**src/rtl/cdb_pkg.sv**
```systemverilog
`timescale 1ns/1ps
// Shared Common Data Bus constants: widths and source indices.
// Issue queues import these too when snooping CDB tags.
package cdb_pkg;

  localparam int DATA_WIDTH  = 32;
  localparam int TAG_WIDTH   = 6;
  localparam int NUM_CDB_SRC = 4;

  localparam int SRC_INT  = 0;
  localparam int SRC_MULT = 1;
  localparam int SRC_DIV  = 2;
  localparam int SRC_LSQ  = 3;

endpackage

```
**src/rtl/rr_arbiter4.sv**
```systemverilog
`timescale 1ns/1ps
// Four-way round-robin arbiter with an internal priority pointer.
// The search starts at the pointer; the pointer moves past the winner only when advance is high.
module rr_arbiter4 (
  input  logic       clk,
  input  logic       reset,
  input  logic [3:0] req,
  input  logic       advance,
  output logic [3:0] grant
);

  logic [1:0] ptr;
  logic [1:0] idx;
  logic [1:0] win;
  logic       found;

  always_comb begin
    grant = '0;
    idx   = '0;
    win   = ptr;
    found = 1'b0;
    for (int k = 0; k < 4; k++) begin
      idx = ptr + 2'(k);
      if (!found && req[idx]) begin
        found = 1'b1;
        win   = idx;
      end
    end
    if (found) begin
      grant[win] = 1'b1;
    end
  end

  always_ff @(posedge clk or posedge reset) begin
    if (reset) begin
      ptr <= '0;
    end else if (advance && found) begin
      ptr <= win + 2'd1;
    end
  end

endmodule

```
**src/rtl/cdb_arbiter.sv**
```systemverilog
`timescale 1ns/1ps
// CDB producer: one holding register per execution unit, round-robin selection,
// and a registered broadcast onto the PRF write port.
module cdb_arbiter #(
  parameter int DATA_WIDTH = cdb_pkg::DATA_WIDTH,
  parameter int TAG_WIDTH  = cdb_pkg::TAG_WIDTH
) (
  input  logic                  clk,
  input  logic                  reset,
  input  logic                  flush,
  input  logic                  int_valid,
  output logic                  int_ready,
  input  logic [TAG_WIDTH-1:0]  int_tag,
  input  logic [DATA_WIDTH-1:0] int_data,
  input  logic                  mult_valid,
  output logic                  mult_ready,
  input  logic [TAG_WIDTH-1:0]  mult_tag,
  input  logic [DATA_WIDTH-1:0] mult_data,
  input  logic                  div_valid,
  output logic                  div_ready,
  input  logic [TAG_WIDTH-1:0]  div_tag,
  input  logic [DATA_WIDTH-1:0] div_data,
  input  logic                  lsq_valid,
  output logic                  lsq_ready,
  input  logic [TAG_WIDTH-1:0]  lsq_tag,
  input  logic [DATA_WIDTH-1:0] lsq_data,
  output logic                  cdb_w_en,
  output logic [TAG_WIDTH-1:0]  cdb_w_addr,
  output logic [DATA_WIDTH-1:0] cdb_din,
  output logic [3:0]            cdb_pending
);

  import cdb_pkg::*;

  logic [NUM_CDB_SRC-1:0] valid_vec;
  logic [NUM_CDB_SRC-1:0] ready_vec;
  logic [NUM_CDB_SRC-1:0] accept;
  logic [NUM_CDB_SRC-1:0] grant;
  logic [NUM_CDB_SRC-1:0] hold_v;
  logic [TAG_WIDTH-1:0]   in_tag    [NUM_CDB_SRC];
  logic [DATA_WIDTH-1:0]  in_data   [NUM_CDB_SRC];
  logic [TAG_WIDTH-1:0]   hold_tag  [NUM_CDB_SRC];
  logic [DATA_WIDTH-1:0]  hold_data [NUM_CDB_SRC];
  logic [TAG_WIDTH-1:0]   win_tag;
  logic [DATA_WIDTH-1:0]  win_data;

  assign valid_vec = {lsq_valid, div_valid, mult_valid, int_valid};

  assign in_tag[SRC_INT]   = int_tag;
  assign in_tag[SRC_MULT]  = mult_tag;
  assign in_tag[SRC_DIV]   = div_tag;
  assign in_tag[SRC_LSQ]   = lsq_tag;
  assign in_data[SRC_INT]  = int_data;
  assign in_data[SRC_MULT] = mult_data;
  assign in_data[SRC_DIV]  = div_data;
  assign in_data[SRC_LSQ]  = lsq_data;

  // A granted source may refill in the same cycle its held entry leaves.
  assign ready_vec = {NUM_CDB_SRC{!flush}} & (~hold_v | grant);
  assign accept    = valid_vec & ready_vec;

  assign int_ready   = ready_vec[SRC_INT];
  assign mult_ready  = ready_vec[SRC_MULT];
  assign div_ready   = ready_vec[SRC_DIV];
  assign lsq_ready   = ready_vec[SRC_LSQ];
  assign cdb_pending = hold_v;

  rr_arbiter4 u_rr (
    .clk     (clk),
    .reset   (reset),
    .req     (hold_v),
    .advance (!flush),
    .grant   (grant)
  );

  always_comb begin
    win_tag  = '0;
    win_data = '0;
    for (int s = 0; s < NUM_CDB_SRC; s++) begin
      if (grant[s]) begin
        win_tag  = hold_tag[s];
        win_data = hold_data[s];
      end
    end
  end

  // Tag 0 results have no destination, so they complete the handshake without occupying a slot.
  always_ff @(posedge clk or posedge reset) begin
    if (reset) begin
      hold_v <= '0;
      for (int s = 0; s < NUM_CDB_SRC; s++) begin
        hold_tag[s]  <= '0;
        hold_data[s] <= '0;
      end
    end else if (flush) begin
      hold_v <= '0;
    end else begin
      for (int s = 0; s < NUM_CDB_SRC; s++) begin
        if (accept[s] && (in_tag[s] != '0)) begin
          hold_v[s]    <= 1'b1;
          hold_tag[s]  <= in_tag[s];
          hold_data[s] <= in_data[s];
        end else if (grant[s]) begin
          hold_v[s] <= 1'b0;
        end
      end
    end
  end

  always_ff @(posedge clk or posedge reset) begin
    if (reset) begin
      cdb_w_en   <= 1'b0;
      cdb_w_addr <= '0;
      cdb_din    <= '0;
    end else if (flush) begin
      cdb_w_en <= 1'b0;
    end else if (|grant) begin
      cdb_w_en   <= 1'b1;
      cdb_w_addr <= win_tag;
      cdb_din    <= win_data;
    end else begin
      cdb_w_en <= 1'b0;
    end
  end

endmodule

```
**config.mk**
```make
export PLATFORM = sky130hd
export DESIGN_NAME = cdb_arbiter
export DESIGN_NICKNAME = d
export VERILOG_FILES = /design/src/rtl/cdb_pkg.sv /design/src/rtl/rr_arbiter4.sv /design/src/rtl/cdb_arbiter.sv
export SDC_FILE = /design/constraint.sdc
export NUM_CORES = 1
export LEC_CHECK = 0
export ABC_AREA = 1
export BUFFER_PORTS_ARGS = -buffer_cell sky130_fd_sc_hd__buf_2
export CAP_MARGIN = 20
export CORE_ASPECT_RATIO = 0.8
export CORE_MARGIN = 5
export CORE_UTILIZATION = 28
export CTS_CLUSTER_SIZE = 25
export DETAILED_ROUTE_END_ITERATION = 16
export GPL_ROUTABILITY_DRIVEN = 0
export PLACE_DENSITY = 0.53
export SLEW_MARGIN = 20
export SYNTH_ARGS = -nofsm -noshare
export SYNTH_HDL_FRONTEND = slang
export SYNTH_SLANG_ARGS = --single-unit
```
**constraint.sdc**
```tcl
create_clock -name clk -period 8.9 [get_ports clk]
set_clock_uncertainty 0.05 [all_clocks]
set_input_delay 0.445 -clock clk [delete_from_list [all_inputs] [get_ports clk]]
set_output_delay 0.445 -clock clk [all_outputs]
set_load 0.02 [all_outputs]
```
== Word-level counts from Yosys, hierarchy flattened ==
Index checks and enable logic that the tools add are counted.
Word-level totals
  input bits: 159
  register bits after elaboration: 197
  output and inout bits: 47
Cells by class
  mux-type cells: 37
  order comparisons: 6
  add/sub/neg operators: 4
  reduce and logical (&&, ||, !) cells: 27
  bitwise operators: 5
Operators by type and width (count)
  $mux 32: 4
  $mux 6: 4
  $reduce_bool 6->1: 4
  $mux 1: 19
  $lt 2x3->1 const B: 5
  $reduce_bool 3->1: 4
  $reduce_and 2->1: 5
  $logic_and 1x1->1: 9
  $and 4x4->4: 2
  $bmux 1 s2: 4
  $mux 4: 2
  $mux 2: 3
  $add 2x1->2 const B: 2
  $add 2x2->2 const B: 2
  $logic_not 1->1: 4
  $not 4->4: 1
  $or 4x4->4: 1
  $reduce_or 4->1: 1
  $demux 1 s2: 1
  $ge 2x1->1 const B: 1
  $not 1->1: 1

== Depth between registers and ports, before layout ==
Gate-level depths: netlist (run 1).
  depth in word-level cells: 23
  mapped depth: 23

== Modules after synthesis ==
From an unflattened synthesis (run 1), not the netlist that was laid out.
Unflattened totals
  cells, all modules: 1312
  area, all modules: 9740.6 µm²
Modules (own cells, without submodules)
  cdb_arbiter: instances 1, seq. area each 4879.7 µm², area each 9141.3 µm², cells each 1211
  rr_arbiter4: instances 1, seq. area each 50.0 µm², area each 599.3 µm², cells each 101

== Worst setup path before layout (run 1) ==
Ideal clock, no wire load.
  path kind: flip-flop to flip-flop
  start: reg u_rr.ptr[0]
  end: reg cdb_din[10]
  period minus slack after synthesis: 2868 ps
  slack: 6032 ps
  cell stages (with the launch flop): 21
  data required time: 8733 ps
  arrival: 2701 ps
  setup time: 117 ps
  path through: dfrtp_1 -> buf_6 -> inv_4 -> nand2_1 -> nand2_1 -> nand2_1 -> and2_1 -> nand3b_1 -> or2_2 -> nand2_1 -> ha_1 -> clkbuf_1 -> clkbuf_1 -> clkbuf_1 -> nor2_1 -> nand3_1 -> nand2_1 -> nand2_1 -> nand2_1 -> nand2_1 -> nand2_1
Between the ends
  cells in the longest elaborated chain, start to end: 21
  elaborated cells between the ends (all ways): 36
  those cells by class: 3 x add/sub; 2 x order compare; 22 x mux; 9 x reduce/logical
RTL lines
  start: declaration: line rr_arbiter4.sv:12  | logic [1:0] ptr;
  start signal: assignment: line rr_arbiter4.sv:38  | ptr <= win + 2'd1;
  branches (longest 16 deep; another with $lt 2x3->1)
  $mux 4 (*): line rr_arbiter4.sv:29  | if (found) begin
  $mux 32 (4 in series): line cdb_arbiter.sv:80  | if (grant[s]) begin
  end signal: assignment: line cdb_arbiter.sv:120  | cdb_din <= win_data;
  end: declaration: line cdb_arbiter.sv:29  | output logic [DATA_WIDTH-1:0] cdb_din,
Every way passes the cells marked *. The select of a mux whose other input is x is not followed.
A chain may end at the register's enable or synchronous reset.

== Worst setup path after layout (run 1) ==
  start: reg u_rr.ptr[0]
  end: out div_ready
Between the ends
  cells in the longest elaborated chain, start to end: 19
  elaborated cells between the ends (all ways): 32
  those cells by class: 3 x add/sub; 2 x order compare; 18 x mux; 2 x bitwise; 7 x reduce/logical
RTL lines
  branches (longest 16 deep; another with $lt 2x3->1)
  $mux 4 (*): line rr_arbiter4.sv:29
  $or 4x4->4 (*): line cdb_arbiter.sv:59  | assign ready_vec = {NUM_CDB_SRC{!flush}} & (~hold_v | grant);
  $and 4x4->4 (*): line cdb_arbiter.sv:59
  end: declaration: line cdb_arbiter.sv:20  | output logic div_ready,
Marked as above.

==> results of run 1 <==
==> power by group <==
group | leakage [nW] | internal [mW] | switching (mW)
Sequential | 2.46 | 1.34 | 0.261
Combinational | 4.17 | 0.956 | 2.33
Clock | 0.275 | 0.429 | 0.368
Total | 6.91 | 2.72 | 2.96
==> registers in the layout, indices dropped and copies added, names as in the netlist <==
signal and cells:
cdb_w_en 1, hold_data 128, cdb_w_addr 6, hold_tag 24, u_rr.ptr 2, cdb_din 32, cdb_pending 4
==> layout make-up <==
class | count | area share (%)
Multi-Input combinational cell | 999 | 36.52
Clock inverter | 11 | 1.029
Sequential cell | 197 | 40.15
Tap cell | 487 | 4.963
Clock buffer | 20 | 3.720
Timing Repair Buffer | 224 | 9.681
Inverter | 126 | 3.934
==> cells in the mapped netlist (2+ instances only) <==
master / number
nand2_1: 613
dfrtp_1: 197
nand4_1: 150
nand3_1: 125
inv_1: 121
clkbuf_1: 51
nor2_1: 42
a21oi_1: 39
buf_2: 34
buf_4: 14
buf_1: 8
buf_6: 7
o21ai_0: 7
ha_1: 4
inv_2: 4
nand2_2: 4
nor4_1: 4
a21oi_2: 3
o21ai_1: 2
==> stage by stage <==
stage,power [mW],cells
floorplan,4.044,1436
global placement,4.869,2032
detailed placement,4.932,2032
CTS,5.755,2063
global route,6.257,2064
finish,5.687,2064
==> worst max-delay path, cell delays in order, from the launching register on <==
cell and delay (ns):
dfrtp_1 0.51, inv_4 0.15, nand2_1 0.06, nand2_1 0.10
nand2_1 0.07, and2_1 0.19, nand3b_1 0.22, o21ai_0 0.41
ha_1 0.23, buf_4 0.38, nand2_2 0.50, a21oi_4 0.25
buf_4 0.40, buf_2 0.25
==> worst max-delay path by stage <==
stage / from / to / slack (ns) / cells after the start
6_report: u_rr.ptr[0] / div_ready / 4.18 / 13
5_1_grt: u_rr.ptr[0] / div_ready / 3.75 / 10
4_1_cts: u_rr.ptr[0] / lsq_ready / 3.97 / 15
3_5_place_dp: u_rr.ptr[0] / lsq_ready / 4.47 / 15
3_3_place_gp: u_rr.ptr[0] / lsq_ready / 4.60 / 15
2_1_floorplan: reset / cdb_din[0] / 3.04 / 1
==> cell families after synthesis <==
kind of cell	after synthesis	share of synthesized area [%]
DFF	197	47.32
adders and majority gates	4	0.4804
and+or+nand+nor	943	39.49
AOI/OAI and AO/OA	52	2.630
buffers and inverters	240	10.09
==> layer usage <==
metal | part of all wire, % | vias to the layer above
met1 | 46 | 4672
met4 | 2.2 | 0
met2 | 47 | 267
met5 | 0 | -
li1 | - | 4857
met3 | 4.5 | 54
==> layout by cell type, fill, tap and decap left out <==
| cell type | synthesis | final |
|---|---|---|
| buf_4 | 14 | 18 |
| buf_16 | 0 | 1 |
| clkinvlp_4 | 0 | 4 |
| or2_2 | 1 | 1 |
| inv_2 | 4 | 4 |
| inv_1 | 121 | 120 |
| ha_1 | 4 | 3 |
| o211ai_1 | 1 | 1 |
| nand3b_1 | 1 | 1 |
| inv_4 | 1 | 1 |
| a21oi_4 | 0 | 4 |
| buf_2 | 34 | 205 |
| clkbuf_1 | 51 | 1 |
| nand3_4 | 0 | 1 |
| bufinv_16 | 0 | 2 |
| ha_2 | 0 | 1 |
| clkinv_4 | 0 | 1 |
| nand2_2 | 4 | 5 |
| nor2_4 | 1 | 1 |
| dfrtp_1 | 197 | 197 |
| nand3_1 | 125 | 125 |
| o21ai_0 | 7 | 7 |
| nand2_1 | 613 | 612 |
| clkbuf_8 | 0 | 2 |
| nor2_1 | 42 | 42 |
| a21oi_1 | 39 | 38 |
| clkbuf_16 | 0 | 17 |
| inv_8 | 0 | 1 |
| o21ai_1 | 2 | 2 |
| nand4_1 | 150 | 150 |
| inv_6 | 0 | 2 |
| and2_1 | 1 | 1 |
| clkinv_2 | 0 | 2 |
| nor4_1 | 4 | 4 |
==> results.yml, run 1 <==
worst_setup_path:
  end_kind: "output pin"
  critical_path.max_fanout: 40
  worstSetupStartpointType: "register"
  reg2reg_slack_ns: 4.95
  rr_worst_depth: 14
  worstReg2RegEnd: "hold_data[38]"
  crit_arrival_ns: 4.22
  r2r-start: "u_rr.ptr[0]"
  cp.required_ns: 8.41
  path_class: "register to output pin"
yosys:
  synth_top_area_share_pct: 47.32
  syn_area_um2: 10420
  syn_area_per_cell_um2: 7.255
  netlist_top_cells_area: "dfrtp_1 47%, nand2_1 22%, nand4_1 9.0%, nand3_1 6.0%, inv_1 4.4%"
  synth_warnings: 0
  async_flop_share_pct: 100.0
  syn_inst: 1436
  synthFlopType: "dfrtp_1"
  synthesis.nets: 1599
  synth_edf_count: 0
  synth_area_leader_cell: "dfrtp_1"
  synth_cell_type_count: 26
  ys_seq_area_share_pct: 47.32
  ys_ff_latch: 197
cts:
  post_cts_resized: 0
  cts_tree: "done"
  clk_path_buf_depth: 2
  cts_inserted_buffers: 17
  cts_sinks: 197
  cts_setup_buffers: 0
  insertion_delay_ns: 0.45
  cts.clk_slew.worst_paths_ns: 0.07
  ctsHoldBuffers: 0
  htree_levels: 4
  ctsRootBufferMaster: "clkbuf_16"
global_routing:
  grt_pass1_vias: 9859
  met3_usage_pct: 2.895
  antenna_found_initial: 1
  use_met2_pct: 27.16
  grt_overflow: 0
  globalRouteTotalUtil_pct: 16.84
  grt_most_used_layer: "met2"
  gr-usage-met1_pct: 23.17
  grt_pass1_wl_mm: 54.71
  grt_max_degree: 126
die:
  start_util_pct: 28.24
  num_io_pins: 206
  die-area_um2: 41190
  die_width_um: 225.7
  rows: 63
  die_y_um: 182.5
  core_um2: 36890
final_layout:
  fillerInstances: 4065
  multi_input_area_um2: 4484
  regArea_um2: 4930
  stdcell_area_um2: 12280
  nets: 1728
  antennaDiodeCount: 0
  final_core_util_pct: 33.28
  drive_gt1_share_pct: 17.31
  area_growth_pct: 17.85
timing:
  finalHoldWorstSlack_ns: 0.08478
  tightest_slew_ns: 0.9916
  period_needed_ns: 4.716
  fin_tns_setup_ns: 0
  hold_violations: 0
  rsz0062_at_grt: "false"
  fin_crit_sh_pct: 52.99
  relSlewSlack_pct: 33.89
  setup_viol: 0
  setup_slack_ns: 4.184
  maxSlewViolCount: 0
  fmax_mhz: 212.0
power:
  ir_drop_v: 0.0004061
  leakagePower_nw: 6.910
  powerDensity_nw_per_um2: 463.2
detailed_routing:
  wl_per_cell_um: 16.91
  drc: 0
  wirelength_mm: 34.91
  vias: 9850
  drtIter0Drc: 823
  viasPerCell: 4.772
  dr.pass1.iters: 5
  postRouteAntennaNets: 0
placement:
  dpl.hpwl_mm: 24.49
  place_area_um2: 11670
  portBuffers: 205
  pre_cts_ws_ns: 4.473
worst_hold_path:
  min_path_type: "input pin to async pin"
outcome:
  status: "finished, final reports clean"
job:
  max_cap_violations: 0
Note: power is estimated with default switching activity, not from simulation.
==> run 2, diff against run 1 <==
==> constraint.sdc (replaced) <==
create_clock -name clk -period 4.9 [get_ports clk]
set_clock_uncertainty 0.05 [all_clocks]
set_input_delay 0.245 -clock clk [delete_from_list [all_inputs] [get_ports clk]]
set_output_delay 0.245 -clock clk [all_outputs]
set_load 0.02 [all_outputs]
==> run 2 against run 1 <==
Effect of this change:
- combinational power up 84%
- first-iteration DRC count up 13%
- sequential share of layout area down 3.4 points
- critical endpoint is now lsq_ready
- sequential power up 81%
- largest power group unchanged
- total power up 83%
- die area unchanged
==> results.yml, run 2 (same netlist as run 1, synthesis figures left out) <==
outcome:
  status: "finished, final reports clean"
timing:
  rsz0062_at_grt: "false"
  hold_violations: 0
  tightest_slew_ns: 1.080
  setup_slack_ns: 0.5589
  fin_crit_sh_pct: 88.59
  fmax_mhz: 230.4
  relSlewSlack_pct: 27.86
  finalHoldWorstSlack_ns: 0.01654
  period_needed_ns: 4.341
  maxSlewViolCount: 0
  setup_viol: 0
  fin_tns_setup_ns: 0
die:
  start_util_pct: 28.24
  die-area_um2: 41190
  num_io_pins: 206
  die_width_um: 225.7
  core_um2: 36890
  die_y_um: 182.5
  rows: 63
worst_setup_path:
  cp_cell_sequence: "o21ai_1, o21ai_0, nand3b_1, nand2_1, o21ai_0, inv_1, ha_1, buf_4, nand2_1, a21oi_4, buf_2"
  worstSetupStartpointType: "register"
  path_class: "register to output pin"
  crit_buf_inv: 3
  worstReg2RegEnd: "hold_data[17]"
  end_kind: "output pin"
  crit_arrival_ns: 4.05
  critPathMaxStageDelay_ns: 0.88
  r2r-start: "u_rr.ptr[0]"
  critical_path.max_fanout: 39
  rr_worst_depth: 14
  crit_slowest_cell: "a21oi_4"
  cpLargestDelayFamily: "compound AO/OA/AOI/OAI gates"
  reg2reg_slack_ns: 1.05
  cp.required_ns: 4.61
global_routing:
  grt_max_degree: 121
  grt_pass1_wl_mm: 56.34
  grt_pass1_vias: 10330
  globalRouteTotalUtil_pct: 17.22
  gr-usage-met1_pct: 23.34
  grt_most_used_layer: "met2"
  grt_overflow: 0
  use_met2_pct: 28.84
  met3_usage_pct: 2.814
  antenna_found_initial: 0
final_layout:
  largest_register_ffs: 128
  largest_register: "hold_data"
  antennaDiodeCount: 0
  drive_gt1_share_pct: 16.22
  reg.largest.list: "hold_data (128), cdb_din (32), hold_tag (24)"
  final_common_cell: "nand2_1"
  area_growth_pct: 28.89
  final_cell_mix: "612 x nand2_1, 205 x buf_2, 197 x dfrtp_1"
  final_core_util_pct: 36.40
  nets: 1839
  fillerInstances: 3948
detailed_routing:
  wl_per_cell_um: 16.23
  vias: 10260
  viasPerCell: 4.713
  drtIter0Drc: 926
  drc: 0
  wirelength_mm: 35.32
  dr.pass1.iters: 7
  postRouteAntennaNets: 0
job:
  max_cap_violations: 0
cts:
  ctsRootBufferMaster: "clkbuf_16"
  htree_levels: 4
  cts_sinks: 197
  cts_setup_buffers: 0
  insertion_delay_ns: 0.45
  cts.clk_slew.worst_paths_ns: 0.07
  post_cts_resized: 0
  clk_path_buf_depth: 2
  cts_tree: "done"
  cts_inserted_buffers: 17
worst_hold_path:
  min_to: "hold_data[89]"
  hold_path_startpoint: "mult_data[25]"
  min_path_type: "input pin to register"
  min_path_cells: 3
placement:
  pre_cts_ws_ns: 1.023
  portBuffers: 205
  dpl.hpwl_mm: 24.44
power:
  powerDensity_nw_per_um2: 776.6
  leakagePower_nw: 7.397
  ir_drop_v: 0.0004811
## run 2: changes by cell type in the layout (fill, tap and decap cells not counted), sizes merged
cell         change
buf              +1
clkbuf           +3
clkinvlp         -2
dlygate4sd3    +110
## run 2: worst register-to-register path: cells and delay by family (launching register included)
kind / cells / cell delay, ns
buf+inv: 4 / 1.19
compound gates: 3 / 0.96
simple gates: 6 / 0.85
flops: 1 / 0.54
fa+ha+maj: 1 / 0.20
## run 2: power breakdown
group	switching, mW	internal (mW)
logic	4.21	1.83
clock network	0.678	0.814
registers	0.463	2.43
total	5.35	5.08
## run 2: final cells by class
| class | instances | area [µm²] | area share [%] |
|---|---|---|---|
| clock buffer | 23 | 488.0 | 3.634 |
| clock inverter | 9 | 116.4 | 0.8665 |
| inverter | 126 | 479.2 | 3.568 |
| multi-input combinational | 999 | 4484 | 33.39 |
| sequential | 197 | 4930 | 36.71 |
| tap | 487 | 609.3 | 4.537 |
| timing repair buffer | 335 | 2322 | 17.29 |
## run 2: worst max path at each step
stage	cells past startpoint	start	slack (ns)	to
5_1_grt	12	u_rr.ptr[0]	0.08	lsq_ready
3_5_place_dp	11	u_rr.ptr[0]	1.02	lsq_ready
3_3_place_gp	14	u_rr.ptr[0]	1.12	lsq_ready
6_report	11	u_rr.ptr[0]	0.56	lsq_ready
2_1_floorplan	20	u_rr.ptr[0]	2.03	cdb_din[10]
4_1_cts	11	u_rr.ptr[0]	0.52	lsq_ready
## run 2: per-layer routing
| metal | part of all wire, % | routed length (µm) |
|---|---|---|
| met1 | 46 | 16130 |
| met2 | 49 | 17190 |
| met3 | 4.0 | 1398 |
| met4 | 1.7 | 599 |
| met5 | 0 | 0 |
## run 2: metrics by stage
step / power, mW / cell area [µm²] / std cells
floorplan: 7.346 / 10420 / 1436
global placement: 8.930 / 11700 / 2033
detailed placement: 9.008 / 11700 / 2033
CTS: 10.62 / 13400 / 2175
global route: 11.54 / 13430 / 2176
finish: 10.43 / 13430 / 2176
## run 2: what timing repair did
item	in CTS	in global routing
hold buffers	110	0
endpoints found under the setup margin	0	0
hold endpoints to repair	121	0
